[config.mk]
export PLATFORM = sky130hd
export DESIGN_NAME = z80_cb_rmw_unit
export DESIGN_NICKNAME = d
export VERILOG_FILES = /design/src/rtl/z80_cb_pkg.sv /design/src/rtl/z80_cb_shift_alu.sv /design/src/rtl/z80_cb_rmw_unit.sv
export SDC_FILE = /design/constraint.sdc
export NUM_CORES = 1
export LEC_CHECK = 0
export CORE_MARGIN = 3
export CORE_UTILIZATION = 47
export DETAILED_ROUTE_END_ITERATION = 10
export HOLD_SLACK_MARGIN = 0.02
export PLACE_DENSITY = 0.78
export SYNTH_ARGS = -nofsm -noshare
export SYNTH_HDL_FRONTEND = slang
export SYNTH_SLANG_ARGS = --single-unit
[constraint.sdc]
create_clock -name clk -period 3.01 [get_ports clk]
set_clock_uncertainty 0.2 [all_clocks]
set_input_delay 0.4515 -clock clk [delete_from_list [all_inputs] [get_ports clk]]
set_output_delay 0.4515 -clock clk [all_outputs]
set_load 0.03 [all_outputs]
[src/rtl/z80_cb_pkg.sv]
// ----------------------------------------------------------------------------
// z80_cb_pkg
// Shared types and constants for the Z80 CB-prefix read-modify-write unit.
//   cb_op_t     : rotate/shift opcode (instruction bits 5:3 of CB xx)
//   cb_state_t  : sequencer states of the RMW transaction
//   FLAG_*      : bit positions inside the Z80 F register
//   is_left_op  : true for ops that shift toward the MSB
// ----------------------------------------------------------------------------
package z80_cb_pkg;

  typedef enum logic [2:0] {
    CB_RLC = 3'd0,
    CB_RRC = 3'd1,
    CB_RL  = 3'd2,
    CB_RR  = 3'd3,
    CB_SLA = 3'd4,
    CB_SRA = 3'd5,
    CB_SLL = 3'd6,
    CB_SRL = 3'd7
  } cb_op_t;

  typedef enum logic [2:0] {
    ST_IDLE  = 3'd0,
    ST_READ  = 3'd1,
    ST_EXEC  = 3'd2,
    ST_WRITE = 3'd3,
    ST_DONE  = 3'd4
  } cb_state_t;

  localparam int FLAG_C  = 0;
  localparam int FLAG_N  = 1;
  localparam int FLAG_PV = 2;
  localparam int FLAG_3  = 3;
  localparam int FLAG_H  = 4;
  localparam int FLAG_5  = 5;
  localparam int FLAG_Z  = 6;
  localparam int FLAG_S  = 7;

  // Undocumented bits 5 and 3 pass through from the incoming flags.
  localparam logic [7:0] FLAG_XY_MASK = 8'b0010_1000;

  // Even opcodes (RLC, RL, SLA, SLL) move data toward the MSB.
  function automatic logic is_left_op(cb_op_t op);
    return (op[0] == 1'b0);
  endfunction

endpackage

[src/rtl/z80_cb_shift_alu.sv]
// ----------------------------------------------------------------------------
// z80_cb_shift_alu
// Combinational rotate/shift datapath for the CB-prefix group.
//   op     : in  cb_op_t         operation to perform
//   d      : in  [DATA_W-1:0]    operand read from memory
//   f_in   : in  [7:0]           flags at instruction start (C feeds RL/RR)
//   result : out [DATA_W-1:0]    shifted/rotated value
//   flags  : out [7:0]           S Z 5 H 3 PV N C for the result
// ----------------------------------------------------------------------------
module z80_cb_shift_alu
  import z80_cb_pkg::*;
#(
  parameter int DATA_W = 8
) (
  input  cb_op_t            op,
  input  logic [DATA_W-1:0] d,
  input  logic [7:0]        f_in,
  output logic [DATA_W-1:0] result,
  output logic [7:0]        flags
);

  logic shift_in;
  logic carry;

  // NOTE: every output of a combinational block gets a default before any
  // branch, so no path can leave it unassigned and infer a latch.
  always_comb begin
    shift_in = 1'b0;
    case (op)
      CB_RLC:        shift_in = d[DATA_W-1];
      CB_RRC:        shift_in = d[0];
      CB_RL, CB_RR:  shift_in = f_in[FLAG_C];
      CB_SRA:        shift_in = d[DATA_W-1];
      CB_SLL:        shift_in = 1'b1;
      default:       shift_in = 1'b0;   // SLA, SRL
    endcase

    if (is_left_op(op)) begin
      result = {d[DATA_W-2:0], shift_in};
      carry  = d[DATA_W-1];
    end else begin
      result = {shift_in, d[DATA_W-1:1]};
      carry  = d[0];
    end

    // Masking clears H and N and keeps only the pass-through bits 5 and 3.
    flags          = f_in & FLAG_XY_MASK;
    flags[FLAG_S]  = result[DATA_W-1];
    flags[FLAG_Z]  = (result == '0);
    flags[FLAG_PV] = ~^result;
    flags[FLAG_C]  = carry;
  end

endmodule

[src/rtl/z80_cb_rmw_unit.sv]
// ----------------------------------------------------------------------------
// z80_cb_rmw_unit
// Executes one CB-prefix rotate/shift on a memory operand at (HL) or
// (IX/IY+d): read, compute, write back, then report flags.
//   clk, reset             : clock, synchronous active-high reset
//   start, op, base, disp  : request; ea = base (+ sign-extended disp)
//   f_in                   : flags at instruction start
//   busy, done, illegal    : status; done/illegal are one-cycle pulses
//   f_out                  : result flags, non-zero only while done=1
//   mem_rd, mem_wr         : memory requests, held until mem_ack
//   mem_addr, mem_wdata    : access address / write data (zero when idle)
//   mem_rdata, mem_ack     : read data and access completion
// ----------------------------------------------------------------------------
module z80_cb_rmw_unit
  import z80_cb_pkg::*;
#(
  parameter int DATA_W  = 8,
  parameter int ADDR_W  = 16,
  parameter int STRICT  = 1,
  parameter int INDEXED = 1
) (
  input  logic              clk,
  input  logic              reset,
  input  logic              start,
  input  logic [2:0]        op,
  input  logic [ADDR_W-1:0] base,
  input  logic [7:0]        disp,
  input  logic [7:0]        f_in,
  output logic              busy,
  output logic              done,
  output logic              illegal,
  output logic [7:0]        f_out,
  output logic              mem_rd,
  output logic              mem_wr,
  output logic [ADDR_W-1:0] mem_addr,
  output logic [DATA_W-1:0] mem_wdata,
  input  logic [DATA_W-1:0] mem_rdata,
  input  logic              mem_ack
);

  cb_state_t state, state_next;

  cb_op_t            op_q;
  logic [7:0]        f_in_q;
  logic [ADDR_W-1:0] ea_q;
  logic [DATA_W-1:0] data_q;
  logic [DATA_W-1:0] result_q;
  logic [7:0]        flags_q;
  logic              illegal_q;

  logic [DATA_W-1:0] alu_result;
  logic [7:0]        alu_flags;
  logic [ADDR_W-1:0] disp_ext;
  logic [ADDR_W-1:0] ea_calc;
  logic              reject;
  logic              accept;

  // Displacement is two's complement; the add wraps at 2^ADDR_W.
  assign disp_ext = ADDR_W'($signed(disp));
  assign ea_calc  = (INDEXED != 0) ? base + disp_ext : base;

  assign reject = (STRICT != 0) && (cb_op_t'(op) == CB_SLL);
  assign accept = (state == ST_IDLE) && start && !reject;

  // State register.
  // NOTE: sequential state uses non-blocking assignments so every flop
  // samples the pre-edge values regardless of statement order.
  always_ff @(posedge clk) begin
    if (reset) state <= ST_IDLE;
    else       state <= state_next;
  end

  // Next-state logic. mem_ack only matters in READ and WRITE.
  always_comb begin
    state_next = state;
    case (state)
      ST_IDLE:  if (accept)  state_next = ST_READ;
      ST_READ:  if (mem_ack) state_next = ST_EXEC;
      ST_EXEC:               state_next = ST_WRITE;
      ST_WRITE: if (mem_ack) state_next = ST_DONE;
      ST_DONE:               state_next = ST_IDLE;
      default:               state_next = ST_IDLE;
    endcase
  end

  // Outputs are decoded from state, so reset alone zeroes them all.
  always_comb begin
    busy      = (state != ST_IDLE);
    done      = (state == ST_DONE);
    mem_rd    = (state == ST_READ);
    mem_wr    = (state == ST_WRITE);
    mem_addr  = (mem_rd || mem_wr) ? ea_q : '0;
    mem_wdata = mem_wr ? result_q : '0;
    f_out     = done ? flags_q : '0;
    illegal   = illegal_q;
  end

  always_ff @(posedge clk) begin
    if (reset) illegal_q <= 1'b0;
    else       illegal_q <= (state == ST_IDLE) && start && reject;
  end

  // NOTE: datapath registers carry no reset; they are loaded before use and
  // every output that exposes them is gated by the state decode above.
  always_ff @(posedge clk) begin
    if (accept) begin
      op_q   <= cb_op_t'(op);
      f_in_q <= f_in;
      ea_q   <= ea_calc;
    end
    if (state == ST_READ && mem_ack) data_q <= mem_rdata;
    if (state == ST_EXEC) begin
      result_q <= alu_result;
      flags_q  <= alu_flags;
    end
  end

  z80_cb_shift_alu #(
    .DATA_W (DATA_W)
  ) u_alu (
    .op     (op_q),
    .d      (data_q),
    .f_in   (f_in_q),
    .result (alu_result),
    .flags  (alu_flags)
  );

endmodule

==> results.cfg, run 1 <==
[sta]
min_period_ps = 2640
hold_viol = 0
slew_headroom_pct = 38.5
fmax_mhz = 378
setup_viol = 0
finalCritPeriodShare_pct = 87.8
tightest_slew_ps = 919
drv_slew = 0
setup_ws_ps = 368
finalSetupTns_ps = 0
rsz0062_at_grt = no

[clocking]
clk_pin_slew_ps = 80
cts_buffers = 5
cts_hold_buf = 0
post_cts_buffers = 0
clock_path_buffers = 2
cts_sinks = 47
clk_latency_ps = 290
cts_resized = 0
cts_max_level = 2
clock-root-buffer = clkbuf_8
cts_tree = built

[detailed_routing]
num_vias = 1961
wl_per_cell_um = 14.1
drt-total-wl_um = 5360
ant_nets = 0
drc = 0
drt_pass1_iterations = 4
via_per_inst = 5.15
drtIter0Drc = 65

[synthesis]
synth_edf_count = 43
synth_area_sq_mm = 0.00269
avgSynthCellArea_sq_um = 12.0
yosysSeqAreaShare_pct = 51.0
synth_seq_cells = 47
synth_cells = 225
synthFlopType = edfxtp_1
async_flop_share_pct = 0
yosys_warnings = 0
synth_cell_types = 48

[die]
floorplan.io_pins = 84
die_area_sq_mm = 0.00667
initial_utilization_pct = 50.4
die_w_um = 81.7
die_h_um = 81.7
core-area_sq_mm = 0.00534
row_count = 26

[global_route]
grt_overflow = 0
grt_pass1_wl_um = 8710
grt_use_total_pct = 17.1
grt_max_degree = 23
antenna_found_initial = 0
grt_pass1_vias = 1932

[worst_setup_path]
endpoint_kind = register
r2r-end = flags_q[2]
arrival_ps = 2480
reg2reg_setup_slack_ps = 450
startpoint_type = input port
crit_required_ps = 2850
crit_path_start = base[0]
crit_path_end = ea_q[12]
r2r-start = op_q[0]
crit_type = in2reg
crit_fanout = 4
reg2reg_depth = 7

[flow_run]
drv_cap = 0

[layout]
regArea_sq_mm = 0.00137
fill_cells = 425
drive_gt1_share_pct = 9.97
area_growth_pct = 36.4
nNetsFinal = 377
multi_input_area_sq_mm = 0.00125
diodes = 0

[pwr]
p_total_mw = 1.63
p_per_area_mw_per_mm2 = 443
peakVddDrop_mv = 0.215
power_leakage_nw = 1.47

[hold_path]
hp-class = reg2reg

[place]
port_buffers = 76
place_congestion = 0.874
place_ws_ps = 72.9
dp_hpwl_um = 4390

[status]
status = finished, final reports clean
[kinds of logic after synthesis]
kind of cell,after synthesis,synth area share [%]
AO/OA/AOI/OAI,39,11.0
flip-flops,47,51.0
multiplexers,10,3.77
buffers and inverters,19,3.11
adder cells (fa/ha/maj),20,9.58
AND/OR/NAND/NOR,70,15.3
other,1,0.139
XOR/XNOR,19,6.18
[worst min path at each step]
stage	cells past startpoint	start	slack, ps	to
floorplan	0	f_in_q[3]	200	flags_q[3]
global placement	0	f_in_q[5]	200	flags_q[5]
detailed placement	0	f_in_q[5]	210	flags_q[5]
CTS	0	f_in_q[5]	220	flags_q[5]
global route	0	f_in_q[5]	250	flags_q[5]
finish	0	f_in_q[5]	220	flags_q[5]
[registers in the layout (all words and copies together), names as in the netlist]
signal	flops
result_q	8
op_q	3
flags_q	5
state	3
ea_q	16
data_q	8
f_in_q	3
illegal	1
[critical path, stage by stage]
cell and delay, ps:
clkdlybuf4s50_1 410, ha_1 240, fa_1 410, a21oi_1 260, o21ai_1 120, o21ai_1 290, a211oi_1 150, xor2_1 160
[cell type report]
type,instances,share of cell area (%)
Timing Repair Buffer,84,22.9
Sequential cell,47,37.3
Clock buffer,6,1.98
Multi-Input combinational cell,160,34.0
Inverter,12,1.23
Tap cell,70,2.39
Clock inverter,2,0.204
[Yosys cell counts, types with 3 or more instances]
cell,instances,area (sq um)
clkbuf_1,3,11.3
mux2i_1,9,90.1
nor2_1,6,22.5
and2_1,25,156
and3_1,9,56.3
xnor2_1,14,123
dfxtp_1,4,80.1
ha_1,19,238
nand3_1,4,20.0
a21o_1,3,22.5
nand2_1,10,37.5
inv_1,12,45.0
buf_4,3,22.5
nor2b_1,4,25.0
o21ai_1,4,20.0
edfxtp_1,43,1290
a21oi_1,11,55.1
xor2_1,5,43.8
[layout by cell type, fill, tap and decap left out, types with 2 or more instances in the layout]
cell type / Yosys / final
clkdlybuf4s50_1: 0 / 69
edfxtp_1: 43 / 43
and2_1: 25 / 25
ha_1: 19 / 19
xnor2_1: 14 / 14
inv_1: 12 / 12
buf_4: 3 / 12
a21oi_1: 11 / 11
nand2_1: 10 / 10
mux2i_1: 9 / 9
and3_1: 9 / 9
nor2_1: 6 / 5
xor2_1: 5 / 5
clkbuf_8: 0 / 5
nor2b_1: 4 / 4
nand3_1: 4 / 4
o21ai_1: 4 / 4
dfxtp_1: 4 / 4
a21o_1: 3 / 3
buf_12: 0 / 3
o21ai_0: 2 / 2
a221oi_1: 2 / 2
a211o_1: 2 / 2
a2111oi_0: 2 / 2
o21bai_1: 2 / 2
or3_1: 2 / 2
conb_1: 1 / 2
clkinv_1: 0 / 2
[layer usage]
layer / wire length (um) / global-route usage (%) / share of wire, % / up-vias
li1: - / - / - / 989
met1: 2040 / 17.8 / 38 / 902
met2: 2890 / 33.1 / 54 / 55
met3: 241 / 2.74 / 4.5 / 15
met4: 192 / 8.31 / 3.6 / 0
met5: 0 / 0 / 0 / -
[metrics by stage]
step                utilization (%)  hold WS, ps  cells  area (sq um)
floorplan                         -          200    226          2700
global placement               67.3          201    373          3590
detailed placement             67.3          206    373          3590
CTS                            68.8          225    381          3670
global route                   68.8          250    381          3670
finish                         68.8          223    381          3670
[report_power, final]
| part | internal, mW | switching, mW | total, mW |
|---|---|---|---|
| logic | 0.226 | 0.243 | 0.468 |
| clock network | 0.158 | 0.188 | 0.347 |
| registers | 0.789 | 0.0221 | 0.811 |
| total | 1.17 | 0.453 | 1.63 |
Note: power is estimated with default switching activity, not from simulation.
==> run 2, diff against run 1 <==
--- a/config.mk
+++ b/config.mk
@@ -9,7 +9,7 @@
 export CORE_UTILIZATION = 47
 export DETAILED_ROUTE_END_ITERATION = 10
 export HOLD_SLACK_MARGIN = 0.02
-export PLACE_DENSITY = 0.78
+export PLACE_DENSITY = 0.84
 export SYNTH_ARGS = -nofsm -noshare
 export SYNTH_HDL_FRONTEND = slang
 export SYNTH_SLANG_ARGS = --single-unit
==> constraint.sdc (replaced) <==
create_clock -name clk -period 2.7 [get_ports clk]
set_clock_uncertainty 0.2 [all_clocks]
set_input_delay 0.405 -clock clk [delete_from_list [all_inputs] [get_ports clk]]
set_output_delay 0.405 -clock clk [all_outputs]
set_load 0.03 [all_outputs]
==> run 2 against run 1 <==
Against the previous run: final cell count grew 3.1%; die area is the same; critical path depth shrank 4; sequential share of layout area shrank 0.92 points; worst setup slack lost 210 ps; worst hold slack gained 8.4 ps; largest cell class unchanged.
==> results.cfg, run 2 (synthesis results as in run 1) <==
[status]
status = finished, final reports clean

[place]
place_area_sq_mm = 0.00365
port_buffers = 76
placedCellCount = 385
dp_hpwl_um = 4490
place_congestion = 0.812

[detailed_routing]
wl_met2_um = 3180
met3WireLength_um = 208
via_per_inst = 5.12
num_vias = 2011
drc = 0
ant_nets = 0
wl_met1_um = 2000
drt_pass1_iterations = 4
drt-total-wl_um = 5490
drtIter0Drc = 43
wl_per_cell_um = 14.0
maxUsedRoutingLayer = met4

[global_route]
grt_pass1_vias = 2066
antenna_found_initial = 0
grt_pass1_wl_um = 9060
grt_overflow = 0
grt_max_degree = 23
grt_use_total_pct = 18.1

[layout]
regMostFlops = ea_q
fin_util_pct = 70.6
drive_gt1_share_pct = 20.1
layoutNonFillerInstCount = 393
area_growth_pct = 39.9
nNetsFinal = 389
largest_register_ffs = 16
top_regs = ea_q: 16 flops, data_q: 8 flops, result_q: 8 flops
final_cell_mix = clkdlybuf4s50_1, edfxtp_1, buf_4
diodes = 0
layout_commonest_cell = clkdlybuf4s50_1
design_area_sq_mm = 0.00376

[worst_setup_path]
r2r-start = op_q[0]
reg2reg_depth = 7
reg2reg_setup_slack_ps = 450
crit_chain = nor3b_1 > buf_4 > and2_1 > clkdlybuf4s50_1
crit_fanout = 15
endpoint_kind = output pin
crit_path_max_incr_delay_ps = 660
arrival_ps = 1930
startpoint_type = register
cp_top_family = buffers and inverters
crit_required_ps = 2100
cp_slowest_cell = clkdlybuf4s50_1
crit_type = reg2out
critPathBufInv = 2
r2r-end = flags_q[2]
crit_path_start = state[1]
crit_cells = 4
crit_path_end = f_out[0]

[hold_path]
hp-class = reg2reg

[sta]
finalSetupTns_ps = 0
rsz0062_at_grt = no
setup_viol = 0
hold_viol = 0
fmax_mhz = 394
min_period_ps = 2540
tightest_slew_ps = 553
drv_slew = 0
slew_headroom_pct = 63.0
finalCritPeriodShare_pct = 94.0

[die]
initial_utilization_pct = 50.4
die_h_um = 81.7
die_w_um = 81.7
floorplan.io_pins = 84
die_area_sq_mm = 0.00667
row_count = 26
core-area_sq_mm = 0.00534

[clocking]
post_cts_buffers = 0
cts_sinks = 47
clock-root-buffer = clkbuf_8
clk_pin_slew_ps = 80
cts_buffers = 5
clock_path_buffers = 2
cts_resized = 0
cts_tree = built
cts_hold_buf = 0
cts_max_level = 2
clk_latency_ps = 300

[pwr]
power_leakage_nw = 1.59
p_total_mw = 1.96
p_per_area_mw_per_mm2 = 521
peakVddDrop_mv = 0.233

[flow_run]
drv_cap = 0
==> run 2: changes by cell type in the layout (fill, tap and decap cells not counted), sizes merged <==
cell,delta
bufinv,+1
clkinv,-1
buf,+31
clkdlybuf4s50,-19
==> run 2: layer usage <==
| layer | GRT usage [%] | vias to the layer above |
|---|---|---|
| met5 | 0 | - |
| met4 | 7.48 | 0 |
| met3 | 2.74 | 9 |
| met2 | 37.1 | 49 |
| met1 | 17.4 | 937 |
| li1 | - | 1016 |
==> run 2: stage by stage <==
stage | setup WS [ps] | hold WS [ps]
after floorplan | 192 | 200
after global placement | -87.0 | 203
after detailed placement | -96.0 | 216
after CTS | 141 | 236
after global routing | 3.11 | 240
final | 161 | 232
==> run 2: worst min path at each step <==
stage	from	to	slack [ps]	cells past startpoint
2_1_floorplan	f_in_q[3]	flags_q[3]	200	0
4_1_cts	f_in_q[3]	flags_q[3]	240	0
5_1_grt	f_in_q[3]	flags_q[3]	240	0
3_3_place_gp	f_in_q[5]	flags_q[5]	200	0
3_5_place_dp	f_in_q[3]	flags_q[3]	220	0
6_report	f_in_q[3]	flags_q[3]	230	0
==> run 2: where the power goes <==
group          internal [mW]  switching (mW)  total (mW)  leakage, nW
logic                  0.262           0.279       0.541         1.09
clock network          0.299           0.222       0.522       0.0612
registers              0.879          0.0209       0.900        0.434
total                   1.44           0.523        1.96         1.59
==> run 2: layout make-up <==
type                       count  area (sq um)
clock inverter                 2          35.0
sequential                    47          1370
clock buffer                   6          82.6
tap                           70          87.6
inverter                      12          45.0
multi-input combinational    160          1250
timing repair buffer          96           896
fill                         399          1570
==> run 3, diff against run 2 <==
--- a/config.mk
+++ b/config.mk
@@ -6,10 +6,11 @@
 export NUM_CORES = 1
 export LEC_CHECK = 0
 export CORE_MARGIN = 3
-export CORE_UTILIZATION = 47
+export CORE_UTILIZATION = 49
 export DETAILED_ROUTE_END_ITERATION = 10
 export HOLD_SLACK_MARGIN = 0.02
 export PLACE_DENSITY = 0.84
 export SYNTH_ARGS = -nofsm -noshare
 export SYNTH_HDL_FRONTEND = slang
+export SYNTH_HIERARCHICAL = 1
 export SYNTH_SLANG_ARGS = --single-unit
==> run 3 against run 2 <==
Against the previous run: combinational power increased by 14%; worst setup slack improved by 17 ps; largest power group unchanged; flip-flop and latch count increased by 3; critical path type is now in2reg; critical path depth increased by 4; final cell count increased by 4.3%; synthesized area increased by 6.7%; synthesized cell count increased by 11%; first-iteration DRC count increased by 26%; sequential share of layout area increased by 1.8 points; total power increased by 2.0%; largest cell class unchanged; maximum frequency increased by 0.69%; core utilization decreased by 1.9 points.
==> results.cfg, run 3 <==
[sta]
setup_ws_ps = 178
rsz0062_at_grt = no
setup_viol = 0
tightest_slew_ps = 554
fmax_mhz = 397
drv_slew = 0
hold_ws_ps = 224
finalSetupTns_ps = 0
min_period_ps = 2520
hold_viol = 0
slew_headroom_pct = 63.0
finalCritPeriodShare_pct = 93.4

[clocking]
cts_tree = built
post_cts_buffers = 0
clock_path_buffers = 2
cts_hold_buf = 0
cts_sinks = 50
clk_latency_ps = 290
clock-root-buffer = clkbuf_8
cts_max_level = 2
cts_buffers = 5
clk_pin_slew_ps = 80

[pwr]
power_switching_share_pct = 29.0
power_leakage_nw = 1.57
p_per_area_mw_per_mm2 = 523
p_total_mw = 2.00
peakVddDrop_mv = 0.240
seq_power_share_pct = 49.2
clkPwrFrac_pct = 20.0
power_frac_comb_pct = 30.9
internal-power_mw = 1.42
power_switching_mw = 0.581

[synthesis]
synth_area_sq_mm = 0.00287
synth_cells = 250
avgSynthCellArea_sq_um = 11.5
yosys_warnings = 6

[layout]
multi_input_area_sq_mm = 0.00127
nNetsFinal = 404
area_growth_pct = 33.2
largest_register_ffs = 16
fin_util_pct = 68.6
drive_gt1_share_pct = 16.3
layout_commonest_cell = clkdlybuf4s50_1
fill_cells = 421
final_cell_mix = clkdlybuf4s50_1, edfxtp_1, buf_4
regMostFlops = ea_q
regArea_sq_mm = 0.00146
diodes = 0

[worst_setup_path]
crit_path_end = ea_q[10]
crit_path_start = base[0]
reg2reg_setup_slack_ps = 530
endpoint_kind = register
crit_type = in2reg
crit_fanout = 3
reg2reg_depth = 5
arrival_ps = 2370
r2r-start = op_q[2]
crit_required_ps = 2550
r2r-end = flags_q[2]
startpoint_type = input port

[detailed_routing]
drt_pass1_iterations = 5
num_vias = 2173
via_per_inst = 5.30
drc = 0
drtIter0Drc = 54
wl_per_cell_um = 13.9
ant_nets = 0
drt-total-wl_um = 5690

[die]
die_area_sq_mm = 0.00681
initial_utilization_pct = 51.5
die_w_um = 82.6
row_count = 27
die_h_um = 82.6
floorplan.io_pins = 84
core-area_sq_mm = 0.00557

[global_route]
grt.busiest_layer = met2
grt_pass1_vias = 2040
grt_overflow = 0
use_met2_pct = 34.1
met3_usage_pct = 2.49
antenna_found_initial = 0
grt_use_total_pct = 17.3
grt.met1_usage_pct = 17.4
grt_max_degree = 23
grt_pass1_wl_um = 8870

[hold_path]
hp-class = reg2reg

[place]
place_ws_ps = -128
port_buffers = 78
place_congestion = 0.921
dp_hpwl_um = 4680

[status]
status = finished, final reports clean

[flow_run]
drv_cap = 0
run 3: final cells by class:
type / instances / area share [%]
Tap cell: 72 / 2.36
Clock buffer: 5 / 1.80
Multi-Input combinational cell: 177 / 33.3
Clock inverter: 3 / 0.425
Inverter: 10 / 0.981
Timing Repair Buffer: 93 / 23.0
Sequential cell: 50 / 38.2
run 3: timing repair:
item	4_1_cts	5_1_grt
endpoints found under the setup margin	9	4
hold endpoints to repair	0	0
resized for setup	1	1
pin swaps	0	0
run 3: worst min path at each step:
stage | from | to | slack [ps] | cells after the start
floorplan | reset | illegal | 280 | 1
global placement | f_in_q[3] | flags_q[3] | 200 | 0
detailed placement | f_in_q[5] | flags_q[5] | 210 | 0
CTS | f_in_q[5] | flags_q[5] | 230 | 0
global route | f_in_q[3] | flags_q[3] | 250 | 0
finish | f_in_q[5] | flags_q[5] | 220 | 0
run 3: per-layer routing:
layer,wire (um),up-vias
met4,183,0
li1,-,1085
met3,232,13
met5,0,-
met1,2050,1011
met2,3220,64
run 3: worst max-delay path, cell delays in order:
cell and delay (ps):
clkdlybuf4s50_1 410, ha_1 240, fa_1 410, a21oi_1 290, o211ai_1 180, nand2_1 140
o21ai_0 100, and3_1 200
run 3: power groups by stage:
stage          Clock [mW]  Sequential [mW]  Combinational [mW]
3_5_place_dp            0             1.00               0.618
5_1_grt             0.441            0.994               0.674
2_1_floorplan           0            0.991               0.401
3_3_place_gp            0            0.996               0.603
6_report            0.400            0.984               0.618
4_1_cts             0.412            0.983               0.621
run 3: per-stage QoR:
| stage | instances | cell area, sq um |
|---|---|---|
| after floorplan | 251 | 2880 |
| after global placement | 402 | 3730 |
| after detailed placement | 402 | 3730 |
| after CTS | 410 | 3820 |
| after global routing | 410 | 3820 |
| final | 410 | 3820 |
